## src/rtl/instr_fetch.sv

```systemverilog
// -----------------------------------------------------------------------------
// instr_fetch
// Instruction fetch stage. Holds the fetch PC, issues one read at a time to
// instruction memory, registers the returned word for the decode stage, and
// handles decode back-pressure (stall) and taken-branch redirects from EXE.
//
// Ports
//   clk            rising-edge clock
//   rst            asynchronous, active-high reset
//   stall          decode cannot accept a new instruction this cycle
//   branch_taken   one-cycle redirect pulse
//   branch_target  redirect byte address (low two bits ignored)
//   imem_req       instruction memory read request
//   imem_addr      word-aligned read byte address
//   imem_ack       read data valid (same cycle as imem_req or later)
//   imem_rdata     instruction word, used only while imem_ack=1
//   instruction    registered instruction word for decode
//   pc_out         byte address of the word on instruction
//   instr_valid    instruction/pc_out hold a live instruction
// -----------------------------------------------------------------------------
module instr_fetch #(
  parameter logic [31:0] RESET_PC = 32'h0000_0000
) (
  input  logic        clk,
  input  logic        rst,
  input  logic        stall,
  input  logic        branch_taken,
  input  logic [31:0] branch_target,
  output logic        imem_req,
  output logic [31:0] imem_addr,
  input  logic        imem_ack,
  input  logic [31:0] imem_rdata,
  output logic [31:0] instruction,
  output logic [31:0] pc_out,
  output logic        instr_valid
);

  // FETCH: fresh request at pc.  WAIT: request outstanding, address held.
  // HOLD: live instruction stalled, no request.  DROP: wrong-path request
  // still outstanding after a redirect; its data is discarded.
  typedef enum logic [1:0] {FETCH, WAIT, HOLD, DROP} state_t;

  state_t      state, state_next;
  logic [31:0] pc, pc_next;
  logic [31:0] req_addr;
  logic [31:0] instr_next, pc_out_next;
  logic        valid_next;
  logic        capture;
  logic        hold_live;
  logic [31:0] target_aligned;

  assign target_aligned = branch_target & 32'hFFFF_FFFC;
  // A live instruction that decode refuses must not be overwritten.
  assign hold_live      = stall && instr_valid;

  // NOTE: every signal driven here gets a default first, so no path through
  // the case statement can leave one unassigned and infer a latch.
  always_comb begin
    state_next  = state;
    pc_next     = pc;
    instr_next  = instruction;
    pc_out_next = pc_out;
    valid_next  = instr_valid;
    capture     = 1'b0;
    imem_req    = 1'b0;
    imem_addr   = req_addr;

    case (state)
      FETCH: begin
        imem_addr = pc;
        imem_req  = !hold_live;
        if (branch_taken) begin
          // An unanswered request must still be drained before redirecting.
          state_next = (imem_req && !imem_ack) ? DROP : FETCH;
        end else if (hold_live) begin
          state_next = HOLD;
        end else if (imem_ack) begin
          capture = 1'b1;
        end else begin
          state_next = WAIT;
        end
      end
      WAIT: begin
        imem_req = 1'b1;
        if (branch_taken) begin
          state_next = imem_ack ? FETCH : DROP;
        end else if (imem_ack) begin
          state_next = FETCH;
          // If decode is holding a live word, drop this one; pc is not
          // advanced so the same address is fetched again later.
          capture    = !hold_live;
        end
      end
      HOLD: begin
        if (branch_taken || !stall) state_next = FETCH;
      end
      DROP: begin
        imem_req = 1'b1;
        if (imem_ack) state_next = FETCH;
      end
      default: state_next = FETCH;
    endcase

    // Redirect outranks capture and stall.
    if (branch_taken) begin
      pc_next    = target_aligned;
      valid_next = 1'b0;
    end else if (capture) begin
      instr_next  = imem_rdata;
      pc_out_next = pc;
      valid_next  = 1'b1;
      pc_next     = pc + 32'd4;
    end else if (!stall) begin
      // Decode consumed the word and nothing replaced it.
      valid_next = 1'b0;
    end

    if (rst) imem_req = 1'b0;
  end

  // NOTE: sequential state uses non-blocking assignments so every register
  // samples the pre-edge values, independent of statement order.
  always_ff @(posedge clk or posedge rst) begin
    if (rst) begin
      // NOTE: all state here is control or pipeline data that must come up
      // known, so each register is reset; there is no storage array.
      state       <= FETCH;
      pc          <= RESET_PC;
      req_addr    <= RESET_PC;
      instruction <= 32'h0;
      pc_out      <= 32'h0;
      instr_valid <= 1'b0;
    end else begin
      state       <= state_next;
      pc          <= pc_next;
      instruction <= instr_next;
      pc_out      <= pc_out_next;
      instr_valid <= valid_next;
      // Latch the issued address so WAIT/DROP keep it stable even after pc
      // is redirected.
      if (state == FETCH) req_addr <= pc;
    end
  end

endmodule

```

## config.mk

```make
export PLATFORM = sky130hd
export DESIGN_NAME = instr_fetch
export DESIGN_NICKNAME = d
export VERILOG_FILES = /design/src/rtl/instr_fetch.sv
export SDC_FILE = /design/constraint.sdc
export NUM_CORES = 1
export LEC_CHECK = 0
export ABC_AREA = 1
export BUFFER_PORTS_ARGS = -buffer_cell sky130_fd_sc_hd__buf_2
export CELL_PAD_IN_SITES_DETAIL_PLACEMENT = 0
export CELL_PAD_IN_SITES_GLOBAL_PLACEMENT = 1
export CORE_ASPECT_RATIO = 1.5
export CORE_MARGIN = 1
export CORE_UTILIZATION = 39
export CTS_BUF_LIST = sky130_fd_sc_hd__clkbuf_4 sky130_fd_sc_hd__clkbuf_8
export CTS_CLUSTER_SIZE = 14
export DETAILED_ROUTE_END_ITERATION = 8
export PLACE_DENSITY_LB_ADDON = 0.1
export SLEW_MARGIN = 15
export SYNTH_ARGS = -nofsm -noshare
export SYNTH_HDL_FRONTEND = slang
export SYNTH_SLANG_ARGS = --single-unit
```

## constraint.sdc

```tcl
create_clock -name clk -period 5.14 [get_ports clk]
set_input_delay 1.285 -clock clk [delete_from_list [all_inputs] [get_ports clk]]
set_output_delay 1.285 -clock clk [all_outputs]
set_load 0.01 [all_outputs]
```

==> results.md, run 1 <==
* Status: finished, final reports clean
* Number of antenna diodes at 0
* Worst Max-Slew Pin Slew at 0.917 ns
* Nets@finish at 925
* Worst flop-to-flop path startpoint: state[1]
* Number of buffers created by CTS at 17
* H-tree level count at 4
* Syn Area/Cell at 8.23 µm²
* Share of cell area taken by muxes after synthesis at 0.392%
* Category of the worst setup path capture point: output pin
* Largest stage delay, worst path at 0.58 ns
* Share of cells above drive strength 1 at 25.5%
* Die Span Y at 151 µm
* Register clock-pin slew on the reported worst setup and hold paths at 0.08 ns
* Number of top-level design ports at 167
* DR vias at 5069
* Hold violation count in the final report at 0
* Arrival time of data at the critical path endpoint at 2.35 ns
* Final weighted congestion of routability-driven global placement at 0.813
* CTS Root Cell: clkbuf_8
* Clock tree from TritonCTS: yes
* Cells resized by post-CTS repair at 0
* #FFs+latches synth at 127
* Total gr overflow at 0
* Maximum vdd drop at 0.188 mV
* Unrepaired setup endpoints after global routing: false
* Fin. max-slew vios at 0
* Overall power after layout at 0.00296 W
* Placed cell area at 0.00670 mm²
* Critical-path cell list: nor2_4, buf_4, nor2_1, a21oi_1, buf_2
* Setup violations, final at 0
* Detailed-route vias per instance at 4.76
* Routed WL per cell at 14.5 µm
* PwrDens at 419 mW/mm²
* Count of unresolved DRC violations after routing at 0
* Post-synthesis cell count at 698
* Startpoint type of the worst setup path: register
* Buffers inserted during post-CTS setup optimization at 0
* WS Path Type: register to output pin
* Row cnt at 54
* Share of synthesized cell area in and, or, nand and nor gates at 28.9%
* Antenna violations before repair at 0
* Global-route total usage across every layer at 21.6%
* Final setup skew at 0.00873 ns
* Xor/xnor share of the synthesized area at 0.763%
* Sum of buffers and inverters on the critical path at 2
* Dominant combinational cell family by area after synthesis: simple AND/OR/NAND/NOR gates
* Final critical path time including I/O delays and setup at 3.64 ns
* Total negative slack for setup checks at 0 ns
* Initial core utilization at 39.7%
* Detailed-placement wirelength estimate at 10900 µm
* Pin count of the biggest net entering global routing at 99
* Final WL at 15500 µm
* Final worst-path cycle share at 70.8%
* Core outline area at 0.0145 mm²
* Hold Crit Start: instruction[22]
* Global-route wire length before repair at 25000 µm
* Worst setup path startpoint: state[0]
* Number of buffers inserted for hold repair after clock tree synthesis at 0
* Share of synthesized cell area in full adder, half adder and majority cells at 0.218%
* Insertion delay of the later-clocked pin in the worst-skew pair at 0.43 ns
* Number of warning messages in the yosys log at 0
* Initial DRT Pass Iterations at 4
* Number of clock sinks at 127
* Relative slew margins at 38.9%
* Layout filler cell count at 1537
* Leak Pwr at 3.60 nW
* Maximum clock rate at 275 MHz
* Compound-gate portion of the synthesized area at 8.04%
* Initial drt markers at 213
* Peak fanout along the critical path at 34
* Overall die area at 0.0152 mm²
* Flop2flop setup slack at 3.06 ns
* Max cap viols at 0
* Final cell area excluding filler cells at 0.00706 mm²
* Required time worst endpoint at 3.86 ns
* Via count of the first global-routing pass at 5131
* Type of the tightest min-delay check: register to register
* Count of input and output buffers at 162
* Number of routed nets with antenna violations at 0
* Cell Area, Synth at 0.00574 mm²
* Largest buffer count on any clock path at 2
* Slowest stage cell on the critical path: nor2_4
* Sequential-to-total area share from yosys stat at 55.3%
* Gate family responsible for the most delay along the worst path: simple AND/OR/NAND/NOR gates
* Yosys cell types at 31
* Area overhead of the layout relative to synthesis at 22.9%
* Die W at 101 µm
## synthesized netlist by cell type
cell      instances  area share (%)
nand2_1         226              15
dfrtp_1         127              55
nor2_1           84             5.5
inv_1            52             3.4
o21ai_0          46             4.0
nand3_1          41             3.6
a21oi_1          29             2.5
buf_2            12             1.0
nand4_1          12             1.3
clkbuf_1         11            0.72
nand3b_1         10             1.3
buf_4             5            0.65
nor2_2            5            0.54
o211ai_1          5            0.65
nand2_2           4            0.44
nor2_4            4            0.78
o21bai_1          4            0.52
xor2_1            4            0.61
buf_1             2            0.13
inv_2             2            0.13
mux2_2            2            0.39
o21ai_1           2            0.17
buf_6             1            0.20
conb_1            1           0.065
ha_1              1            0.22
nand3_2           1            0.17
nand3_4           1            0.31
nor3_1            1           0.087
o311ai_0          1            0.15
or2_2             1            0.11
xnor2_1           1            0.15
## power by group
| group | total [W] | internal [W] | leakage (nW) | switching [W] |
|---|---|---|---|---|
| clock network | 0.000784 | 0.000353 | 0.170 | 0.000431 |
| logic | 0.000795 | 0.000305 | 1.89 | 0.000490 |
| registers | 0.00138 | 0.00124 | 1.54 | 0.000135 |
## per-layer routing
metal	track usage, %	vias up	wire length [µm]
met5	0	-	0
met4	6.38	0	190
met3	5.66	14	711
met2	40.6	122	8460
met1	23.2	2405	6100
li1	-	2528	-
## worst register-to-register path, delay by kind of cell, from the launching register on
| family | cells | cell delay [ns] |
|---|---|---|
| buffers and inverters | 3 | 1.08 |
| DFF | 1 | 0.43 |
| and+or+nand+nor | 4 | 0.47 |
## cell usage in the layout, fill, tap and decap left out, drive strengths merged
cell / instances
clkinv: 5
or2: 1
nand3: 43
nand2: 230
o21bai: 4
mux2: 2
inv: 58
clkinvlp: 5
ha: 1
nor3: 1
nand3b: 10
a21oi: 29
conb: 2
nand4: 12
dfrtp: 127
clkbuf: 18
xnor2: 1
nor2: 93
o311ai: 1
xor2: 4
o211ai: 5
o21ai: 48
buf: 168
## logic make-up (layout without fill, tap and decap cells)
| group | Yosys count | count (layout) |
|---|---|---|
| flip-flops | 127 | 127 |
| adder cells (fa/ha/maj) | 1 | 1 |
| buffers and inverters | 85 | 254 |
| AO/OA/AOI/OAI | 87 | 87 |
| AND/OR/NAND/NOR | 390 | 390 |
| multiplexers | 2 | 2 |
| XOR/XNOR | 5 | 5 |
| other | 1 | 2 |
## flip-flops by register name, summed over array words and instances (netlist names)
register,cells
instruction,32
pc_out,30
req_addr,32
state,2
instr_valid,1
pc,30
## per-stage QoR
step | cells | setup WS [ns] | util (%) | hold WS, ns
CTS | 1064 | 1.44 | 48.8 | 0.481
finish | 1064 | 1.50 | 48.8 | 0.477
global placement | 1032 | 1.78 | 46.3 | 0.458
global route | 1064 | 1.31 | 48.8 | 0.500
floorplan | 699 | 0.471 | - | 0.504
detailed placement | 1032 | 1.75 | 46.3 | 0.460
## cell type report
class	count	area (µm²)	share of cell area, %
sequential	127	3180	45.0
clock buffer	18	248	3.51
timing repair buffer	168	856	12.1
clock inverter	14	111	1.58
inverter	54	208	2.94
tap	196	245	3.47
multi-input combinational	487	2210	31.3
## worst paths after layout
path | cells past startpoint | endpoint
max | 5 | imem_addr[12]
min | 2 | instruction[22]
min in group asynchronous | 2 | state[0]
max reg2reg | 7 | pc[29]
min reg2reg | 2 | instruction[22]
max in group asynchronous | 3 | instruction[19]
No activity file was read; power rests on OpenSTA's default activity.
==> run 2: changes to the inputs <==
--- a/config.mk
+++ b/config.mk
@@ -5,13 +5,13 @@
 export SDC_FILE = /design/constraint.sdc
 export NUM_CORES = 1
 export LEC_CHECK = 0
-export ABC_AREA = 1
+export ABC_AREA = 0
 export BUFFER_PORTS_ARGS = -buffer_cell sky130_fd_sc_hd__buf_2
 export CELL_PAD_IN_SITES_DETAIL_PLACEMENT = 0
 export CELL_PAD_IN_SITES_GLOBAL_PLACEMENT = 1
 export CORE_ASPECT_RATIO = 1.5
 export CORE_MARGIN = 1
-export CORE_UTILIZATION = 39
+export CORE_UTILIZATION = 40
 export CTS_BUF_LIST = sky130_fd_sc_hd__clkbuf_4 sky130_fd_sc_hd__clkbuf_8
 export CTS_CLUSTER_SIZE = 14
 export DETAILED_ROUTE_END_ITERATION = 8
==> constraint.sdc (replaced) <==
create_clock -name clk -period 3.5 [get_ports clk]
set_input_delay 0.875 -clock clk [delete_from_list [all_inputs] [get_ports clk]]
set_output_delay 0.875 -clock clk [all_outputs]
set_load 0.01 [all_outputs]
==> run 2 against run 1 <==
  * Register-to-register slack got worse by 1.9 ns
  * Critical path depth fell by 1
  * Utilization rose by 3.5 points
  * Clock skew rose by 0.0040 ns
  * Sequential cell count did not move
  * Global-route usage fell by 3.0 points
  * Combinational power rose by 28%
  * Power rose by 47%
  * Synthesized cell count fell by 39%
  * Die area fell by 8.0%
  * Highest routed layer unchanged
==> results.md, run 2 <==
* Status: finished, final reports clean
* Nets@finish at 661 (-29%)
* Hold violation count in the final report at 0 (unchanged)
* Post-synth top cells: dfrtp_1, mux2_2, nand2_1, o21ai_0, xnor2_1
* Share of cells above drive strength 1 at 50.7% (+25 points)
* CTS Root Cell: clkbuf_8
* Pin count of the biggest net entering global routing at 64 (-35%)
* Routed WL per cell at 16.1 µm (+11%)
* Number of warning messages in the yosys log at 0 (unchanged)
* Overall die area at 0.0140 mm² (-8.0%)
* Detailed-route vias per instance at 4.99 (+4.8%)
* Required time worst endpoint at 2.62 ns (-1.24 ns)
* Maximum vdd drop at 0.296 mV (+57%)
* Leak Pwr at 3.16 nW (-12%)
* Asr flop ratio synth at 100% (unchanged)
* Buffers inserted during post-CTS setup optimization at 0 (unchanged)
* Final weighted congestion of routability-driven global placement at 0.729 (-10%)
* Cells resized by post-CTS repair at 0 (unchanged)
* Register clock-pin slew on the reported worst setup and hold paths at 0.07 ns (about the same)
* Die W at 96.9 µm (-4.1%)
* Type of the tightest min-delay check: register to register
* WS Path Type: register to output pin
* Number of antenna diodes at 0 (unchanged)
* Relative slew margins at 53.7% (+15 points)
* Biggest area consumer among synthesized cells: dfrtp_1
* Final critical path time including I/O delays and setup at 3.12 ns
* Number of buffers inserted for hold repair after clock tree synthesis at 0 (unchanged)
* Via count of the first global-routing pass at 3859 (-25%)
* Unrepaired setup endpoints after global routing: false
* Final setup skew at 0.0127 ns (+0.00397 ns)
* Insertion delay of the later-clocked pin in the worst-skew pair at 0.43 ns (about the same)
* Category of the worst setup path capture point: output pin
* Count of input and output buffers at 162 (unchanged)
* Core outline area at 0.0131 mm² (-9.5%)
* Max cap viols at 0 (unchanged)
* Largest registers ranked by flip-flop count: instruction: 32 flops, req_addr: 32 flops
* Internal power summed over all cells at 0.00312 W (+64%)
* Global-route total usage across every layer at 18.5% (-3.0 points)
* Comb pwr share at 23.4% (-3.5 points)
* DR vias at 3804 (-25%)
* Number of top-level design ports at 167 (unchanged)
* Number of routed nets with antenna violations at 0 (unchanged)
* Sequential-to-total area share from yosys stat at 58.8% (+3.4 points)
* Final worst-path cycle share at 89.2%
* Largest buffer count on any clock path at 2 (unchanged)
* Clock group share of total power at 31.4% (+4.9 points)
* Leading cell type in the layout, fill and taps excluded: buf_2
* H-tree level count at 4 (unchanged)
* Cell Area, Synth at 0.00541 mm² (-5.8%)
* Initial core utilization at 41.3% (+1.6 points)
* Synth top area cells: dfrtp_1, mux2_2, xnor2_1
* Fin. max-slew vios at 0 (unchanged)
* Total negative slack for setup checks at 0 ns (unchanged)
* Initial DRT Pass Iterations at 4 (unchanged)
* Arrival time of data at the critical path endpoint at 2.25 ns (-0.10 ns)
* Count of unresolved DRC violations after routing at 0 (unchanged)
* Maximum clock rate at 320 MHz
* Peak fanout along the critical path at 22 (-35%)
* Initial drt markers at 92 (-57%)
* Flop pwr share at 45.2% (-1.4 points)
* Count leader, synth: dfrtp_1
* #FFs+latches synth at 127 (unchanged)
* Count of flip-flops with a built-in enable after synthesis at 0 (unchanged)
* Total placed cells including tap cells at 731 (-29%)
* Area overhead of the layout relative to synthesis at 26.4%
* Total gr overflow at 0 (unchanged)
* Leading register cell type out of synthesis: dfrtp_1
* Switching part of the total at 28.3% (-7.4 points)
* Antenna violations before repair at 0 (unchanged)
* Layout filler cell count at 1210 (-21%)
* Detailed-placement wirelength estimate at 8780 µm (-19%)
* Post-synthesis cell count at 424 (-39%)
* Top-area cell type share of the netlist area at 58.8% (+3.4 points)
* Startpoint type of the worst setup path: register
* Setup violations, final at 0 (unchanged)
* Number of buffers created by CTS at 17 (unchanged)
* Net Switching at 0.00123 W (+17%)
* Top library cells by usage in the layout, fill and taps aside: buf_2, dfrtp_1, mux2_2
* Yosys cell types at 37 (+19%)
* Die Span Y at 144 µm (-4.1%)
* Syn Area/Cell at 12.8 µm² (+55%)
* Worst Max-Slew Pin Slew at 0.693 ns (-0.224 ns)
* Number of clock sinks at 127 (unchanged)
* Final std cells w/o fill at 762 (-28%)
* Row cnt at 51 (-5.6%)
* Clock tree from TritonCTS: yes
* PwrDens at 637 mW/mm² (+52%)
* Global-route wire length before repair at 20000 µm (-20%)
* Final WL at 12200 µm (-21%)
run 2: changes by cell type after synthesis, sizes merged, moves of 20 or more:
cell   previous run  this run
inv              54         7
xnor2             1        21
o21ai            48        27
nand2           230        37
a21oi            29         3
mux2              2        95
nor2             93        15
nand3            43        12
run 2: path summary, 6_finish.rpt:
| path | startpoint | to | slack, ns | cells past startpoint |
|---|---|---|---|---|
| setup / recovery | state[0] | imem_addr[14] | 0.38 | 4 |
| hold / removal | req_addr[11] | req_addr[11] | 0.49 | 1 |
| setup reg to reg | state[1] | pc_out[9] | 1.16 | 6 |
| hold reg to reg | req_addr[11] | req_addr[11] | 0.49 | 1 |
| max in group asynchronous | rst | pc_out[26] | 2.15 | 3 |
| min in group asynchronous | rst | pc_out[8] | 0.54 | 2 |
run 2: logic make-up after synthesis:
kind of cell | after synthesis | synth area share (%)
compound gates | 35 | 3.47
xor+xnor | 26 | 4.21
fa+ha+maj | 1 | 0.231
buf+inv | 31 | 2.54
flops | 127 | 58.8
mux | 96 | 20.0
other cells | 1 | 0.0693
simple gates | 107 | 10.8
run 2: worst max-delay path, stage by stage (launching register included):
cell     delay [ns]
dfrtp_1        0.44
nor2_4         0.58
buf_4          0.29
mux2_2         0.35
buf_2          0.14
run 2: routing by layer:
layer  vias up  part of all wire [%]  track usage, %
met5         -                     0               0
met1      1860                    41            21.8
met3         8                   4.8            4.64
met2       118                    53            32.4
met4         0                   1.2            7.62
li1       1818                     -               -
run 2: final cells by class:
type                    count  area [µm²]  area share, %
repair buffers            171         891           13.0
flip-flops and latches    127        3180           46.5
clock buffers              20         263           3.84
multi-input cells         267        2110           30.9
inverters                   7        30.0          0.439
clock inverters            11         165           2.42
well taps                 159         199           2.91
run 2: power groups by stage:
stage | clock [W] | sequential, W | combinational [W]
5_1_grt | 0.00147 | 0.00201 | 0.00112
2_1_floorplan | 0 | 0.00207 | 0.000518
3_3_place_gp | 0 | 0.00199 | 0.00102
3_5_place_dp | 0 | 0.00200 | 0.00104
4_1_cts | 0.00141 | 0.00197 | 0.00104
6_report | 0.00137 | 0.00197 | 0.00102
run 2: stage by stage:
| stage | area, µm² | hold WS [ns] | setup WS (ns) | util (%) | total power (W) |
|---|---|---|---|---|---|
| after floorplan | 5420 | 0.513 | 1.06 | - | 0.00258 |
| after global placement | 6410 | 0.476 | 0.646 | 49.0 | 0.00301 |
| after detailed placement | 6410 | 0.481 | 0.600 | 49.0 | 0.00304 |
| after CTS | 6840 | 0.499 | 0.316 | 52.3 | 0.00443 |
| after global routing | 6840 | 0.507 | 0.231 | 52.3 | 0.00460 |
| final | 6840 | 0.495 | 0.379 | 52.3 | 0.00436 |
